<file path="src/rtl/pll_reconfig_pkg.sv">
`default_nettype none
// ============================================================================
// Module   : pll_reconfig_pkg
// Purpose  : Shared constants and types for the PLL reconfiguration
//            sequencer. This package holds the reconfiguration controller
//            register map, the counter field widths and the FSM state type.
// Revision : 1.0 - initial release
// ============================================================================
package pll_reconfig_pkg;

    // Reconfiguration controller register map (word addresses)
    localparam logic [5:0] c_ADDR_MODE   = 6'h00;
    localparam logic [5:0] c_ADDR_STATUS = 6'h01;
    localparam logic [5:0] c_ADDR_START  = 6'h02;
    localparam logic [5:0] c_ADDR_N      = 6'h03;
    localparam logic [5:0] c_ADDR_M      = 6'h04;
    localparam logic [5:0] c_ADDR_C      = 6'h05;

    // Counter value and C-counter selector field widths
    localparam int c_CNT_W  = 18;
    localparam int c_CSEL_W = 5;

    // S_RD_M is only reachable when read-back verification is compiled in
    typedef enum logic [2:0] {
        S_IDLE      = 3'd0,
        S_WR_MODE   = 3'd1,
        S_WR_N      = 3'd2,
        S_WR_M      = 3'd3,
        S_RD_M      = 3'd4,
        S_WR_C      = 3'd5,
        S_WR_START  = 3'd6,
        S_WAIT_LOCK = 3'd7
    } state_e;

endpackage
`default_nettype wire

</file>
<file path="src/rtl/pll_reconfig_avmm_master.sv">
`default_nettype none
// ============================================================================
// Module   : pll_reconfig_avmm_master
// Purpose  : Single-transaction Avalon-MM master. A command pulse loads one
//            read or write. The master then holds it on registered outputs
//            until waitrequest is low. A completion strobe is raised on that
//            same cycle, so a new command may be loaded on the cycle the
//            previous one completes, which gives back-to-back transfers.
// Ports    : clk_i/rst_i           clock, asynchronous active-high reset
//            cmd_wr_i/cmd_rd_i     load a write / read command
//            cmd_addr_i/cmd_wdata_i command address and write data
//            xfer_done_o           transfer accepted by the slave this cycle
//            av_*                  Avalon-MM master signals
// Revision : 1.0 - initial release
// ============================================================================
module pll_reconfig_avmm_master #(
    parameter int ADDR_W = 6,
    parameter int DATA_W = 32
) (
    input  logic              clk_i,
    input  logic              rst_i,
    input  logic              cmd_wr_i,
    input  logic              cmd_rd_i,
    input  logic [ADDR_W-1:0] cmd_addr_i,
    input  logic [DATA_W-1:0] cmd_wdata_i,
    output logic              xfer_done_o,
    output logic [ADDR_W-1:0] av_address_o,
    output logic              av_read_o,
    output logic              av_write_o,
    output logic [DATA_W-1:0] av_writedata_o,
    input  logic              av_waitrequest_i
);

    logic              write_q;
    logic              read_q;
    logic [ADDR_W-1:0] addr_q;
    logic [DATA_W-1:0] wdata_q;

    assign xfer_done_o = (write_q | read_q) & ~av_waitrequest_i;

    // A new command takes priority over clearing the strobes. This lets the
    // next transfer follow a completing one with no idle cycle between them.
    always_ff @(posedge clk_i or posedge rst_i) begin
        if (rst_i) begin
            write_q <= 1'b0;
            read_q  <= 1'b0;
            addr_q  <= '0;
            wdata_q <= '0;
        end else if (cmd_wr_i || cmd_rd_i) begin
            write_q <= cmd_wr_i;
            read_q  <= cmd_rd_i;
            addr_q  <= cmd_addr_i;
            wdata_q <= cmd_wdata_i;
        end else if (xfer_done_o) begin
            write_q <= 1'b0;
            read_q  <= 1'b0;
        end
    end

    assign av_address_o   = addr_q;
    assign av_read_o      = read_q;
    assign av_write_o     = write_q;
    assign av_writedata_o = wdata_q;

endmodule
`default_nettype wire

</file>
<file path="src/rtl/pll_reconfig_sequencer.sv">
`default_nettype none
// ============================================================================
// Module   : pll_reconfig_sequencer
// Purpose  : Accepts one PLL frequency-change request (N, M, one C counter).
//            It writes the request into the reconfiguration controller as
//            MODE, N, M, C, START, then waits for the PLL to relock, with a
//            timeout. Completion is reported with done; error is valid
//            alongside done.
// Ports    : clk_clk, reset_reset (asynchronous, active high)
//            req_*        request handshake and fields
//            mgmt_*       Avalon-MM master to the reconfig controller
//            pll_locked   raw lock indication, synchronised internally
//            busy/done/error status to the clock-control logic
// Options  : PLL_RECONFIG_SEQUENCER_READBACK_EN adds an M-counter read-back
//            check between the M and C writes.
// Revision : 1.0 - initial release
// ============================================================================
module pll_reconfig_sequencer #(
    parameter int LOCK_TIMEOUT = 65535,
    parameter int LOCK_BLANK   = 8,
    parameter int ADDR_W       = 6,
    parameter int DATA_W       = 32
) (
    input  logic              clk_clk,
    input  logic              reset_reset,
    input  logic              req_valid,
    output logic              req_ready,
    input  logic [17:0]       req_n,
    input  logic [17:0]       req_m,
    input  logic [17:0]       req_c,
    input  logic [4:0]        req_c_sel,
    output logic [ADDR_W-1:0] mgmt_address,
    output logic              mgmt_read,
    output logic              mgmt_write,
    output logic [DATA_W-1:0] mgmt_writedata,
    input  logic [DATA_W-1:0] mgmt_readdata,
    input  logic              mgmt_waitrequest,
    input  logic              pll_locked,
    output logic              busy,
    output logic              done,
    output logic              error
);
    import pll_reconfig_pkg::*;

    localparam int              TMO_W      = $clog2(LOCK_TIMEOUT + 1);
    localparam logic [TMO_W-1:0] c_TMO_LAST = TMO_W'(LOCK_TIMEOUT - 1);
    localparam logic [TMO_W-1:0] c_BLANK    = TMO_W'(LOCK_BLANK);

    state_e                state_q, state_d;
    logic [TMO_W-1:0]      cnt_q, cnt_d;
    logic                  done_q, done_d;
    logic                  error_q, error_d;
    logic [c_CNT_W-1:0]    n_q, m_q, c_q;
    logic [c_CSEL_W-1:0]   csel_q;
    logic                  lk_meta_q, lk_sync_q;

    logic                  w_accept;
    logic                  w_cmd_wr;
    logic                  w_cmd_rd;
    logic [ADDR_W-1:0]     w_cmd_addr;
    logic [DATA_W-1:0]     w_cmd_wdata;
    logic                  w_xfer_done;
    logic                  w_unused_rdata;

    // Only the low M-counter bits are ever compared
    assign w_unused_rdata = ^mgmt_readdata;

    // ------------------------------------------------------------------------
    // State, counter, captured request and lock synchroniser
    // ------------------------------------------------------------------------
    always_ff @(posedge clk_clk or posedge reset_reset) begin
        if (reset_reset) begin
            state_q   <= S_IDLE;
            cnt_q     <= '0;
            done_q    <= 1'b0;
            error_q   <= 1'b0;
            n_q       <= '0;
            m_q       <= '0;
            c_q       <= '0;
            csel_q    <= '0;
            lk_meta_q <= 1'b0;
            lk_sync_q <= 1'b0;
        end else begin
            state_q   <= state_d;
            cnt_q     <= cnt_d;
            done_q    <= done_d;
            error_q   <= error_d;
            lk_meta_q <= pll_locked;
            lk_sync_q <= lk_meta_q;
            if (w_accept) begin
                n_q    <= req_n;
                m_q    <= req_m;
                c_q    <= req_c;
                csel_q <= req_c_sel;
            end
        end
    end

    // ------------------------------------------------------------------------
    // Next state. Each transfer state issues the command for its successor
    // on the cycle its own transfer completes.
    // ------------------------------------------------------------------------
    always_comb begin
        state_d     = state_q;
        cnt_d       = cnt_q;
        done_d      = 1'b0;
        error_d     = error_q;
        w_accept    = 1'b0;
        w_cmd_wr    = 1'b0;
        w_cmd_rd    = 1'b0;
        w_cmd_addr  = '0;
        w_cmd_wdata = '0;

        case (state_q)
            S_IDLE: begin
                if (req_valid) begin
                    w_accept   = 1'b1;
                    error_d    = 1'b0;
                    state_d    = S_WR_MODE;
                    w_cmd_wr   = 1'b1;
                    w_cmd_addr = ADDR_W'(c_ADDR_MODE);  // 0 selects waitrequest mode
                end
            end
            S_WR_MODE: begin
                if (w_xfer_done) begin
                    state_d                   = S_WR_N;
                    w_cmd_wr                  = 1'b1;
                    w_cmd_addr                = ADDR_W'(c_ADDR_N);
                    w_cmd_wdata[c_CNT_W-1:0]  = n_q;
                end
            end
            S_WR_N: begin
                if (w_xfer_done) begin
                    state_d                   = S_WR_M;
                    w_cmd_wr                  = 1'b1;
                    w_cmd_addr                = ADDR_W'(c_ADDR_M);
                    w_cmd_wdata[c_CNT_W-1:0]  = m_q;
                end
            end
            S_WR_M: begin
                if (w_xfer_done) begin
`ifdef PLL_RECONFIG_SEQUENCER_READBACK_EN
                    state_d    = S_RD_M;
                    w_cmd_rd   = 1'b1;
                    w_cmd_addr = ADDR_W'(c_ADDR_M);
`else
                    state_d    = S_WR_C;
                    w_cmd_wr   = 1'b1;
                    w_cmd_addr = ADDR_W'(c_ADDR_C);
                    w_cmd_wdata[c_CNT_W+c_CSEL_W-1:0] = {csel_q, c_q};
`endif
                end
            end
`ifdef PLL_RECONFIG_SEQUENCER_READBACK_EN
            S_RD_M: begin
                // readdata is valid on the cycle the read completes
                if (w_xfer_done) begin
                    if (mgmt_readdata[c_CNT_W-1:0] == m_q) begin
                        state_d    = S_WR_C;
                        w_cmd_wr   = 1'b1;
                        w_cmd_addr = ADDR_W'(c_ADDR_C);
                        w_cmd_wdata[c_CNT_W+c_CSEL_W-1:0] = {csel_q, c_q};
                    end else begin
                        state_d = S_IDLE;
                        done_d  = 1'b1;
                        error_d = 1'b1;
                    end
                end
            end
`endif
            S_WR_C: begin
                if (w_xfer_done) begin
                    state_d    = S_WR_START;
                    w_cmd_wr   = 1'b1;
                    w_cmd_addr = ADDR_W'(c_ADDR_START);
                end
            end
            S_WR_START: begin
                if (w_xfer_done) begin
                    state_d = S_WAIT_LOCK;
                    cnt_d   = '0;
                end
            end
            S_WAIT_LOCK: begin
                // Lock is ignored during the blanking window because the PLL
                // may still report the old lock right after the start write.
                if ((cnt_q >= c_BLANK) && lk_sync_q) begin
                    state_d = S_IDLE;
                    done_d  = 1'b1;
                    error_d = 1'b0;
                end else if (cnt_q == c_TMO_LAST) begin
                    // Done lands exactly LOCK_TIMEOUT cycles after entry.
                    // The counter stops here, so it never wraps.
                    state_d = S_IDLE;
                    done_d  = 1'b1;
                    error_d = 1'b1;
                end else begin
                    cnt_d = cnt_q + 1'b1;
                end
            end
            default: begin
                state_d = S_IDLE;
            end
        endcase
    end

    pll_reconfig_avmm_master #(
        .ADDR_W (ADDR_W),
        .DATA_W (DATA_W)
    ) u_master (
        .clk_i            (clk_clk),
        .rst_i            (reset_reset),
        .cmd_wr_i         (w_cmd_wr),
        .cmd_rd_i         (w_cmd_rd),
        .cmd_addr_i       (w_cmd_addr),
        .cmd_wdata_i      (w_cmd_wdata),
        .xfer_done_o      (w_xfer_done),
        .av_address_o     (mgmt_address),
        .av_read_o        (mgmt_read),
        .av_write_o       (mgmt_write),
        .av_writedata_o   (mgmt_writedata),
        .av_waitrequest_i (mgmt_waitrequest)
    );

    assign req_ready = (state_q == S_IDLE);
    assign busy      = (state_q != S_IDLE);
    assign done      = done_q;
    assign error     = error_q;

endmodule
`default_nettype wire
</file>
<file path="config.mk">
export PLATFORM = sky130hd
export DESIGN_NAME = pll_reconfig_sequencer
export DESIGN_NICKNAME = d
export VERILOG_FILES = /design/src/rtl/pll_reconfig_pkg.sv /design/src/rtl/pll_reconfig_avmm_master.sv /design/src/rtl/pll_reconfig_sequencer.sv
export SDC_FILE = /design/constraint.sdc
export NUM_CORES = 1
export LEC_CHECK = 0
export BUFFER_PORTS_ARGS = -buffer_cell sky130_fd_sc_hd__buf_2
export CORE_UTILIZATION = 30
export DETAILED_ROUTE_END_ITERATION = 10
export PLACE_DENSITY = 0.5
export SYNTH_ARGS = -nofsm -noshare
export SYNTH_HDL_FRONTEND = slang
export SYNTH_SLANG_ARGS = --single-unit
</file>
<file path="constraint.sdc">
create_clock -name clk_clk -period 6.8 [get_ports clk_clk]
set_input_delay 0 -clock clk_clk [delete_from_list [all_inputs] [get_ports clk_clk]]
set_output_delay 0 -clock clk_clk [all_outputs]
set_load 0.1 [all_outputs]
</file>
==> results of run 1 <==
cell usage in the layout, fill, tap and decap left out, types with 2 or more instances in the layout:
| cell | n |
|---|---|
| or3_1 | 6 |
| nand3_1 | 7 |
| and2_1 | 2 |
| mux2i_1 | 3 |
| conb_1 | 13 |
| nand3b_1 | 2 |
| mux2_2 | 60 |
| nor2b_1 | 2 |
| a222oi_1 | 18 |
| nand4_1 | 6 |
| nand2_1 | 45 |
| o21a_1 | 3 |
| o31ai_1 | 6 |
| and3_1 | 2 |
| nor2_1 | 6 |
| clkbuf_16 | 9 |
| o21ai_0 | 30 |
| inv_1 | 10 |
| dfrtp_1 | 109 |
| dlygate4sd3_1 | 63 |
| nor4_1 | 4 |
| buf_4 | 5 |
| or4_1 | 6 |
| a21oi_1 | 15 |
| a221oi_1 | 2 |
| buf_2 | 94 |
| nor3_1 | 6 |
| ha_1 | 7 |
| nand2b_1 | 2 |
path summary, 6_finish.rpt:
kind | to | slack, ns | cells past startpoint | from
max in group asynchronous | u_master.av_writedata_o[15]$_DFFE_PP0P_ | 5.31 | 4 | reset_reset
min reg2reg | lk_sync_q$_DFF_PP0_ | 0.36 | 0 | lk_meta_q$_DFF_PP0_
max reg2reg | u_master.av_writedata_o[16]$_DFFE_PP0P_ | 3.92 | 7 | state_q[2]$_DFFE_PP0P_
min in group asynchronous | lk_meta_q$_DFF_PP0_ | 0.32 | 3 | reset_reset
max | u_master.av_writedata_o[16]$_DFFE_PP0P_ | 3.92 | 7 | state_q[2]$_DFFE_PP0P_
min | lk_meta_q$_DFF_PP0_ | 0.30 | 2 | pll_locked
layer usage:
layer  up-vias  share of wire  GRT usage
li1       1782              -          -
met1      1880           0.44     0.1977
met4         0          0.016    0.06298
met5         -              0          0
met2        97           0.49     0.2588
met3        14          0.054    0.03493
registers in the layout, summed over array words and instances, names as in the netlist:
register and flops:
u_master.av_writedata_o 23, c_q 18, m_q 18, n_q 18, cnt_q 16, csel_q 5
state_q 3, u_master.av_address_o 3, done 1, error 1, lk_meta_q 1, lk_sync_q 1
u_master.av_write_o 1
repair_timing:
| item | in CTS | in global routing |
|---|---|---|
| hold endpoints to repair | 117 | 0 |
| hold buffers | 63 | 0 |
| endpoints found under the setup margin | 0 | 0 |
| buffers inserted | 0 | 0 |
kinds of logic (layout without fill, tap and decap cells):
logic type      after synthesis  in the layout  synth area share
simple gates                102            102            0.1069
buf+inv                      46            188           0.04657
compound gates               83             83            0.1177
other cells                   1             13         0.0007755
fa+ha+maj                     7              7           0.01811
flops                       109            109            0.5640
mux                          63             63            0.1459
through the flow:
step | util | hold slack (ns) | std cells | area (sq um) | power [W]
global placement | 0.3476 | 0.1166 | 705 | 5502 | 0.0007251
CTS | 0.4036 | 0.2864 | 781 | 6387 | 0.001237
floorplan | - | 0.03143 | 423 | 4881 | 0.0007086
finish | 0.4036 | 0.2960 | 781 | 6387 | 0.001219
detailed placement | 0.3476 | 0.1154 | 705 | 5502 | 0.0007259
global route | 0.4036 | 0.2994 | 781 | 6387 | 0.001271
synth_stat cells (7+ instances only):
library cell,count
dfrtp_1,109
clkbuf_1,11
ha_1,7
nand3_1,7
a21oi_1,15
mux2_2,60
nor2_1,7
buf_4,13
o21ai_0,30
nand2_1,46
a222oi_1,18
inv_1,11
layout make-up:
cell class / count / area (sq um)
inverter: 13 / 51.30
clock buffer: 11 / 242.7
tap: 216 / 270.3
clock inverter: 2 / 12.51
timing repair buffer: 162 / 1139
fill: 1537 / 9440
sequential: 109 / 2728
multi-input combinational: 268 / 1944
power by group:
group	internal, W	total [W]	switching (W)
sequential	0.000649	0.000649	0.000000140
combinational	0.0000371	0.0000913	0.0000542
clock	0.000252	0.000479	0.000227
total	0.000938	0.00122	0.000282
==> reports/summary.json, run 1 <==
{
  "post_drt_wl_per_cell": {"value": 15.32, "unit": "microns"},
  "first_global_vias": {"value": 3813},
  "synth_edf_count": {"value": 0},
  "grt_first_pass_wirelength": {"value": 19840, "unit": "microns"},
  "hp-class": {"value": "in -> reg"},
  "initial_core_util": {"value": 0.3055},
  "power.leakage": {"value": 3.076, "unit": "nW"},
  "die_height": {"value": 129.0, "unit": "microns"},
  "fin_crit_sh": {"value": 0.4241},
  "cts_tree": {"value": "done"},
  "endpoint_kind": {"value": "flop"},
  "detail_route.vias_per_cell": {"value": 4.831},
  "crit_chain": {"value": "clkinv_1 -> nand2_1 -> inv_2 -> nand2_2 -> a21boi_4 -> or3_1 -> o21ai_0"},
  "max-cap-violations": {"value": 0},
  "ys.flop_type": {"value": "dfrtp_1"},
  "drt_drc_violations_left": {"value": 0},
  "crit_slowest_cell": {"value": "a21boi_4"},
  "synthesis.yosys.warnings": {"value": 0},
  "critPathTopFamily": {"value": "compound AO/OA/AOI/OAI gates"},
  "final_critical_path_setup_slack": {"value": 3.916, "unit": "ns"},
  "floorplan.io_pins": {"value": 140},
  "num_vias": {"value": 3773},
  "chipWidth": {"value": 129.0, "unit": "microns"},
  "io_buffer_count": {"value": 94},
  "root_buffer": {"value": "clkbuf_16"},
  "synth_top_cells_by_area": {"value": "dfrtp_1, mux2_2, a222oi_1"},
  "cts_num_sinks": {"value": 109},
  "diodes": {"value": 0},
  "areaGrowthSynthToFinish": {"value": 32.08, "unit": "%"},
  "clk_path_buf_depth": {"value": 2},
  "gp_routability_congestion": {"value": 0.7675},
  "max-vdd-ir-drop": {"value": 136.7, "unit": "uV"},
  "final-hold-violation-count": {"value": 0},
  "ant_nets": {"value": 0},
  "slew_limit_fails": {"value": 0},
  "numCtsBuffers": {"value": 9},
  "detailedRoute.firstIterationViolations": {"value": 172},
  "syn-instance-count": {"value": 411},
  "setup_repair_after_global_routing_missed_its_margin": {"value": "false"},
  "yosys_register_bits": {"value": 109},
  "number_of_buffer_and_inverter_instances_along_the_worst_setup_path": {"value": 2},
  "global_route.overflow_total": {"value": 0},
  "power_density": {"value": 190.9, "unit": "nW/um^2"},
  "worst_ep_required_time": {"value": 6.99, "unit": "ns"},
  "fmax_achieved": {"value": 346.7, "unit": "MHz"},
  "post_synth.cell_area_avg": {"value": 11.77, "unit": "sq um"},
  "post-synth-top-area-cell": {"value": "dfrtp_1"},
  "synth.cell_area": {"value": 4836, "unit": "sq um"},
  "timing.clock.skew": {"value": 0.004733, "unit": "ns"},
  "htreeDepth": {"value": 3},
  "finalSetupViolations": {"value": 0},
  "layout_min_cycle_time": {"value": 2.884, "unit": "ns"},
  "ys_seq_area_frac": {"value": 0.5640},
  "design.core.area": {"value": 15830, "unit": "sq um"},
  "synthArstFlopShare": {"value": 1.000},
  "worst_setup_hold_path_clk_slew": {"value": 0.07, "unit": "ns"},
  "cpPeakStageDelay": {"value": 0.78, "unit": "ns"},
  "dp.final_hpwl": {"value": 7701, "unit": "microns"},
  "layout-drive-gt1-share": {"value": 0.3204},
  "crit_fanout": {"value": 32},
  "cts.repair.resized": {"value": 0},
  "yosysUniqueCellTypes": {"value": 44},
  "status": {"value": "completed"},
  "synth_top_area_frac": {"value": 0.5640},
  "route.final.wire_length": {"value": 11970, "unit": "microns"},
  "rows": {"value": 46},
  "layout.nets": {"value": 666},
  "slew-limit-headroom": {"value": 0.2833},
  "largest_net_degree_at_the_start_of_global_routing": {"value": 61},
  "grt_antenna_before_repair": {"value": 0},
  "worstMarginPinSlew": {"value": 1.075, "unit": "ns"},
  "die-area": {"value": 16630, "unit": "sq um"},
  "critPathKind": {"value": "reg -> reg"},
  "timing.setup.tns": {"value": 0, "unit": "ns"},
  "detail_route.first_pass.iterations": {"value": 5},
  "critPathArrivalTime": {"value": 3.08, "unit": "ns"},
  "worstSkewPairLatency": {"value": 0.35, "unit": "ns"},
  "global_route.usage.total": {"value": 0.1562},
  "worst_slack_placed": {"value": 3.835, "unit": "ns"},
  "start_kind": {"value": "flop"}
}
Power figures use the tool's default switching activity.
==> run 2: changes to the inputs <==
--- a/config.mk
+++ b/config.mk
@@ -8,7 +8,7 @@
 export BUFFER_PORTS_ARGS = -buffer_cell sky130_fd_sc_hd__buf_2
 export CORE_UTILIZATION = 30
 export DETAILED_ROUTE_END_ITERATION = 10
-export PLACE_DENSITY = 0.5
+export PLACE_DENSITY = 0.52
 export SYNTH_ARGS = -nofsm -noshare
 export SYNTH_HDL_FRONTEND = slang
 export SYNTH_SLANG_ARGS = --single-unit
==> constraint.sdc (replaced) <==
create_clock -name clk_clk -period 2.4 [get_ports clk_clk]
set_input_delay 0 -clock clk_clk [delete_from_list [all_inputs] [get_ports clk_clk]]
set_output_delay 0 -clock clk_clk [all_outputs]
set_load 0.1 [all_outputs]
==> run 2 against run 1 <==
Compared with the run above: total power rose to 2.9 times the previous value; highest routed layer unchanged; cell count rose by 2.6%; core utilization rose by 1.5 points; via count rose by 2.0%; sequential share of layout area fell by 1.5 points.
==> reports/summary.json, run 2 (synthesis gave the netlist of run 1 again) <==
{
  "status": {"value": "completed"},
  "dp.final_hpwl": {"value": 8051, "unit": "microns", "change": "+4.5%"},
  "initial_core_util": {"value": 0.3055, "change": "unchanged"},
  "ant_nets": {"value": 0, "change": "unchanged"},
  "design.core.area": {"value": 15830, "unit": "sq um", "change": "unchanged"},
  "worst_ep_required_time": {"value": 2.64, "unit": "ns", "change": "-4.35 ns"},
  "clk_path_buf_depth": {"value": 2, "change": "unchanged"},
  "detail_route.first_pass.iterations": {"value": 6, "change": "+1"},
  "fin_crit_sh": {"value": 0.9567, "change": "+0.5325"},
  "cts_tree": {"value": "done"},
  "route.final.wire_length": {"value": 12120, "unit": "microns", "change": "+1.2%"},
  "chipWidth": {"value": 129.0, "unit": "microns", "change": "unchanged"},
  "die-area": {"value": 16630, "unit": "sq um", "change": "unchanged"},
  "slew-limit-headroom": {"value": 0.5148, "change": "+0.2315"},
  "max-vdd-ir-drop": {"value": 400.8, "unit": "uV", "change": "+190%"},
  "detailedRoute.firstIterationViolations": {"value": 216, "change": "+26%"},
  "worst_setup_hold_path_clk_slew": {"value": 0.08, "unit": "ns", "change": "about the same"},
  "grt_first_pass_wirelength": {"value": 19880, "unit": "microns", "change": "+0.21%"},
  "htreeDepth": {"value": 3, "change": "unchanged"},
  "num_vias": {"value": 3850, "change": "+2.0%"},
  "largest_net_degree_at_the_start_of_global_routing": {"value": 52, "change": "-15%"},
  "diodes": {"value": 0, "change": "unchanged"},
  "finish.utilization": {"value": 0.4187, "change": "+0.01510"},
  "critPathKind": {"value": "reg -> reg"},
  "slew_limit_fails": {"value": 0, "change": "unchanged"},
  "post_drt_wl_per_cell": {"value": 15.13, "unit": "microns", "change": "-1.3%"},
  "numCtsBuffers": {"value": 9, "change": "unchanged"},
  "reg2reg_depth": {"value": 8, "change": "+1"},
  "largest_reg_flops": {"value": 23, "change": "unchanged"},
  "global_route.overflow_total": {"value": 0, "change": "unchanged"},
  "endpoint_kind": {"value": "flop"},
  "detail_route.vias_per_cell": {"value": 4.806, "change": "-0.51%"},
  "crit_slowest_cell": {"value": "a2111o_1"},
  "areaGrowthSynthToFinish": {"value": 37.02, "unit": "%"},
  "global_route.usage.total": {"value": 0.1566, "change": "+0.0003798"},
  "die_height": {"value": 129.0, "unit": "microns", "change": "unchanged"},
  "max-cap-violations": {"value": 0, "change": "unchanged"},
  "layout.nets": {"value": 683, "change": "+2.6%"},
  "worstSkewPairLatency": {"value": 0.36, "unit": "ns", "change": "about the same"},
  "layout-drive-gt1-share": {"value": 0.3556, "change": "+0.03520"},
  "start_kind": {"value": "flop"},
  "rows": {"value": 46, "change": "unchanged"},
  "drt_drc_violations_left": {"value": 0, "change": "unchanged"},
  "mostFrequentLayoutCell": {"value": "dfrtp_1"},
  "finalSetupViolations": {"value": 0, "change": "unchanged"},
  "final-hold-violation-count": {"value": 0, "change": "unchanged"},
  "final.hold.worst_slack": {"value": 0.2799, "unit": "ns", "change": "-0.01611 ns"},
  "crit_chain": {"value": "inv_2 -> ha_4 -> nand2b_2 -> a2111o_1 -> buf_4 -> a221oi_1 -> a31o_2 -> a21oi_1"},
  "fmax_achieved": {"value": 435.5, "unit": "MHz", "change": "+26%"},
  "first_global_vias": {"value": 3962, "change": "+3.9%"},
  "root_buffer": {"value": "clkbuf_16"},
  "crit_fanout": {"value": 8, "change": "-75%"},
  "io_buffer_count": {"value": 94, "change": "unchanged"},
  "layout_min_cycle_time": {"value": 2.296, "unit": "ns", "change": "-0.5880 ns"},
  "fillerInstances": {"value": 1523, "change": "-0.91%"},
  "grt_antenna_before_repair": {"value": 0, "change": "unchanged"},
  "hold_depth": {"value": 2, "change": "unchanged"},
  "hp-class": {"value": "in -> reg"},
  "critPathArrivalTime": {"value": 2.53, "unit": "ns", "change": "-0.55 ns"},
  "cts_num_sinks": {"value": 109, "change": "unchanged"},
  "worstMarginPinSlew": {"value": 0.7263, "unit": "ns", "change": "-0.3488 ns"},
  "power.leakage": {"value": 3.165, "unit": "nW", "change": "+2.9%"},
  "gp_routability_congestion": {"value": 0.8217, "change": "+7.1%"},
  "most-common-layout-cells": {"value": "dfrtp_1, buf_2, dlygate4sd3_1, mux2_2, nand2_1"},
  "floorplan.io_pins": {"value": 140, "change": "unchanged"},
  "timing.clock.skew": {"value": 0.01460, "unit": "ns", "change": "+0.009870 ns"},
  "power_density": {"value": 539.4, "unit": "nW/um^2", "change": "+180%"},
  "cpPeakStageDelay": {"value": 0.43, "unit": "ns", "change": "-0.35 ns"}
}
run 2: final cells by class:
| class | instances | area, sq um | area share |
|---|---|---|---|
| clock buffers | 10 | 239.0 | 0.03606 |
| clock inverters | 6 | 55.05 | 0.008308 |
| inverters | 13 | 57.56 | 0.008686 |
| multi-input cells | 268 | 1972 | 0.2976 |
| flip-flops and latches | 109 | 2729 | 0.4118 |
| well taps | 216 | 270.3 | 0.04079 |
| repair buffers | 179 | 1304 | 0.1968 |
run 2: worst paths after layout:
path,from,endpoint,slack (ns)
worst max-delay path,state_q[0]$_DFFE_PP0P_,cnt_q[13]$_DFFE_PP0P_,0.10
worst min-delay path,pll_locked,lk_meta_q$_DFF_PP0_,0.28
worst max register to register,state_q[0]$_DFFE_PP0P_,cnt_q[13]$_DFFE_PP0P_,0.10
worst min register to register,lk_meta_q$_DFF_PP0_,lk_sync_q$_DFF_PP0_,0.35
max in group asynchronous,reset_reset,u_master.av_writedata_o[2]$_DFFE_PP0P_,1.28
min in group asynchronous,reset_reset,u_master.av_writedata_o[14]$_DFFE_PP0P_,0.29
run 2: per-layer routing:
metal / wire [microns] / vias to the layer above / global-route usage
met5: 0 / - / 0
met4: 157 / 0 / 0.05675
met3: 629 / 11 / 0.04574
met2: 5998 / 101 / 0.2658
met1: 5331 / 1916 / 0.1884
li1: - / 1822 / -
run 2: timing repair:
| item | in CTS | in global routing |
|---|---|---|
| hold buffers | 63 | 0 |
| buffers inserted | 0 | 1 |
| endpoints found under the hold margin | 92 | 0 |
| endpoints found under the setup margin | 0 | 12 |
| resized for setup | 0 | 7 |
run 2: stage by stage:
| stage | setup TNS (ns) | setup slack, ns | instances | area, sq um | total power, W |
|---|---|---|---|---|---|
| 6_report | 0 | 0.1040 | 801 | 6626 | 0.003574 |
| 4_1_cts | 0 | 0.03842 | 800 | 6584 | 0.003629 |
| 3_5_place_dp | 0 | 0.05691 | 721 | 5659 | 0.002061 |
| 5_1_grt | -0.01905 | -0.01192 | 801 | 6626 | 0.003730 |
| 3_3_place_gp | 0 | 0.07059 | 721 | 5659 | 0.002059 |
| 2_1_floorplan | -1.993 | -0.1804 | 423 | 4893 | 0.002008 |
run 2: worst max-delay path: cells and delay by family, from the launching register on:
| family | cells | cell delay (ns) |
|---|---|---|
| DFF | 1 | 0.42 |
| buffers and inverters | 2 | 0.25 |
| and+or+nand+nor | 1 | 0.19 |
| adders and majority gates | 1 | 0.18 |
| AOI/OAI and AO/OA | 4 | 1.12 |
run 2: power by group:
group / leakage [nW] / switching (W) / internal, W / total (W)
clock: 0.143 / 0.000722 / 0.000751 / 0.00147
combinational: 1.59 / 0.000155 / 0.000109 / 0.000264
sequential: 1.43 / 0.000000349 / 0.00184 / 0.00184
==> run 3: changes to the inputs <==
--- a/config.mk
+++ b/config.mk
@@ -8,7 +8,7 @@
 export BUFFER_PORTS_ARGS = -buffer_cell sky130_fd_sc_hd__buf_2
 export CORE_UTILIZATION = 30
 export DETAILED_ROUTE_END_ITERATION = 10
-export PLACE_DENSITY = 0.52
+export PLACE_DENSITY = 0.49
 export SYNTH_ARGS = -nofsm -noshare
 export SYNTH_HDL_FRONTEND = slang
 export SYNTH_SLANG_ARGS = --single-unit
==> run 3 against run 2 <==
Compared with the run above: global-route usage fell by 0.077 points; largest cell class unchanged; via count is 0.10% lower; sequential power is essentially flat; worst hold slack gained 0.021 ns.
==> reports/summary.json, run 3 (synthesis gave the netlist of run 1 again) <==
{
  "fin_crit_sh": {"value": 0.9591, "change": "+0.002452"},
  "diodes": {"value": 0, "change": "unchanged"},
  "detail_route.vias_per_cell": {"value": 4.820, "change": "+0.27%"},
  "crit_fanout": {"value": 10, "change": "+2"},
  "grt_antenna_before_repair": {"value": 0, "change": "unchanged"},
  "grt_first_pass_wirelength": {"value": 19880, "unit": "microns", "change": "unchanged"},
  "worstSkewPairLatency": {"value": 0.35, "unit": "ns", "change": "about the same"},
  "ant_nets": {"value": 0, "change": "unchanged"},
  "largest_reg_flops": {"value": 23, "change": "unchanged"},
  "share_comb_of_total_power": {"value": 0.068, "change": "-0.006"},
  "worst_setup_hold_path_clk_slew": {"value": 0.07, "unit": "ns", "change": "about the same"},
  "power.leakage": {"value": 3.189, "unit": "nW", "change": "+0.76%"},
  "post_drt_wl_per_cell": {"value": 15.24, "unit": "microns", "change": "+0.77%"},
  "power_density": {"value": 576.8, "unit": "nW/um^2", "change": "+6.9%"},
  "swShare": {"value": 0.2138, "change": "-0.03170"},
  "post-cts-setup-buffers": {"value": 0, "change": "unchanged"},
  "critPathKind": {"value": "reg -> reg"},
  "status": {"value": "completed"},
  "worstMarginPinSlew": {"value": 0.6035, "unit": "ns", "change": "-0.1228 ns"},
  "mostFrequentLayoutCell": {"value": "dfrtp_1"},
  "cts_tree": {"value": "done"},
  "sequentialPowerShare": {"value": 0.478, "change": "-0.036"},
  "global_route.overflow_total": {"value": 0, "change": "unchanged"},
  "crit_slowest_cell": {"value": "or4_2"},
  "drt_drc_violations_left": {"value": 0, "change": "unchanged"},
  "areaGrowthSynthToFinish": {"value": 37.90, "unit": "%"},
  "max-vdd-ir-drop": {"value": 323.3, "unit": "uV", "change": "-19%"},
  "detailedRoute.firstIterationViolations": {"value": 183, "change": "-15%"},
  "final-hold-violation-count": {"value": 0, "change": "unchanged"},
  "floorplan.io_pins": {"value": 140, "change": "unchanged"},
  "start_kind": {"value": "flop"},
  "timing.clock.skew": {"value": 0.008488, "unit": "ns", "change": "-0.006114 ns"},
  "layout.nets": {"value": 680, "change": "-0.44%"},
  "num_vias": {"value": 3846, "change": "-0.10%"},
  "layout_min_cycle_time": {"value": 2.302, "unit": "ns", "change": "+0.005885 ns"},
  "global_route.usage.total": {"value": 0.1558, "change": "-0.0007704"},
  "detail_route.first_pass.iterations": {"value": 5, "change": "-1"},
  "hp-class": {"value": "in -> reg"},
  "total_power": {"value": 0.003847, "unit": "W", "change": "+7.6%"},
  "numCtsBuffers": {"value": 9, "change": "unchanged"},
  "cpPeakStageDelay": {"value": 0.57, "unit": "ns", "change": "+0.14 ns"},
  "initial_core_util": {"value": 0.3055, "change": "unchanged"},
  "clk_path_buf_depth": {"value": 2, "change": "unchanged"},
  "largest_net_degree_at_the_start_of_global_routing": {"value": 110, "change": "+110%"},
  "die_height": {"value": 129.0, "unit": "microns", "change": "unchanged"},
  "finalSetupViolations": {"value": 0, "change": "unchanged"},
  "htreeDepth": {"value": 3, "change": "unchanged"},
  "crit_chain": {"value": "ha_1 -> buf_4 -> inv_1 -> nor2_1 -> a221o_2 -> or4_2 -> a21oi_2"},
  "endpoint_kind": {"value": "flop"},
  "design.core.area": {"value": 15830, "unit": "sq um", "change": "unchanged"},
  "critPathArrivalTime": {"value": 2.58, "unit": "ns", "change": "+0.05 ns"},
  "cts_num_sinks": {"value": 109, "change": "unchanged"},
  "route.final.wire_length": {"value": 12160, "unit": "microns", "change": "+0.39%"},
  "slew_limit_fails": {"value": 0, "change": "unchanged"},
  "intPower": {"value": 0.003024, "unit": "W", "change": "+12%"},
  "gp_routability_congestion": {"value": 0.8338, "change": "+1.5%"},
  "layout-drive-gt1-share": {"value": 0.3574, "change": "+0.001833"},
  "fillerInstances": {"value": 1511, "change": "-0.79%"},
  "switchingPower": {"value": 0.0008225, "unit": "W", "change": "-6.3%"},
  "slew-limit-headroom": {"value": 0.5977, "change": "+0.08288"},
  "max-cap-violations": {"value": 0, "change": "unchanged"},
  "chipWidth": {"value": 129.0, "unit": "microns", "change": "unchanged"},
  "fmax_achieved": {"value": 434.4, "unit": "MHz", "change": "-0.26%"},
  "root_buffer": {"value": "clkbuf_16"},
  "dp.final_hpwl": {"value": 7768, "unit": "microns", "change": "-3.5%"},
  "worst_ep_required_time": {"value": 2.68, "unit": "ns", "change": "+0.04 ns"},
  "rows": {"value": 46, "change": "unchanged"},
  "setup_repair_after_global_routing_missed_its_margin": {"value": "false"},
  "number_of_buffer_and_inverter_instances_along_the_worst_setup_path": {"value": 2, "change": "unchanged"},
  "first_global_vias": {"value": 3983, "change": "+0.53%"},
  "critPathTopFamily": {"value": "simple AND/OR/NAND/NOR gates"},
  "clkPwrFrac": {"value": 0.454, "change": "+0.042"},
  "io_buffer_count": {"value": 94, "change": "unchanged"},
  "most-common-layout-cells": {"value": "dfrtp_1, buf_2, dlygate4sd3_1, mux2_2, nand2_1"},
  "final.hold.worst_slack": {"value": 0.3010, "unit": "ns", "change": "+0.02113 ns"},
  "die-area": {"value": 16630, "unit": "sq um", "change": "unchanged"}
}
run 3: metal layers:
layer  wire length (microns)  GRT usage
met1                    5160     0.1914
met2                    6141     0.2671
met3                     773    0.04615
met4                      88    0.03945
met5                       0          0
run 3: cell type report:
class	instances	area, sq um	share of cell area
clock buffers	11	252.7	0.03790
clock inverters	5	103.9	0.01557
inverters	13	57.56	0.008630
multi-input cells	268	1973	0.2959
flip-flops and latches	109	2730	0.4094
well taps	216	270.3	0.04053
repair buffers	176	1281	0.1921
run 3: per-stage QoR:
stage	utilization	TNS, ns	cell area (sq um)	worst slack [ns]	std cells
final	0.4213	0	6669	0.09810	798
after CTS	0.4190	0	6631	0.05166	798
after global placement	0.3566	0	5644	0.1126	719
after detailed placement	0.3566	0	5644	0.05856	719
after global routing	0.4213	0	6669	0.001181	798
after floorplan	-	-1.993	4893	-0.1804	423
run 3: final timing paths:
kind	from	endpoint	slack, ns	cells past startpoint
hold / removal	pll_locked	lk_meta_q$_DFF_PP0_	0.30	2
setup / recovery	state_q[1]$_DFFE_PP0P_	cnt_q[8]$_DFFE_PP0P_	0.1	7
hold reg to reg	lk_meta_q$_DFF_PP0_	lk_sync_q$_DFF_PP0_	0.35	0
max in group asynchronous	reset_reset	u_master.av_write_o$_DFFE_PP0P_	1.54	4
min in group asynchronous	reset_reset	c_q[14]$_DFFE_PP0P_	0.36	4
setup reg to reg	state_q[1]$_DFFE_PP0P_	cnt_q[8]$_DFFE_PP0P_	0.1	7
run 3: timing repair:
action	in CTS	in global routing
endpoints found under the hold margin	171	0
hold buffers	63	0
endpoints found under the setup margin	0	11
resized for setup	0	9
run 3: power groups by stage:
stage | registers [W] | clock network (W) | logic, W
3_3_place_gp | 0.00187 | 0 | 0.000185
3_5_place_dp | 0.00187 | 0 | 0.000186
6_report | 0.00184 | 0.00175 | 0.000263
5_1_grt | 0.00184 | 0.00189 | 0.000285
4_1_cts | 0.00184 | 0.00180 | 0.000267
2_1_floorplan | 0.00187 | 0 | 0.000134
run 3: worst reg2reg max path: stages, from the launching register on:
cell and delay [ns]:
dfrtp_2 0.45, ha_1 0.25, buf_4 0.17, inv_1 0.14, nor2_1 0.09, a221o_2 0.42, or4_2 0.57, a21oi_2 0.14
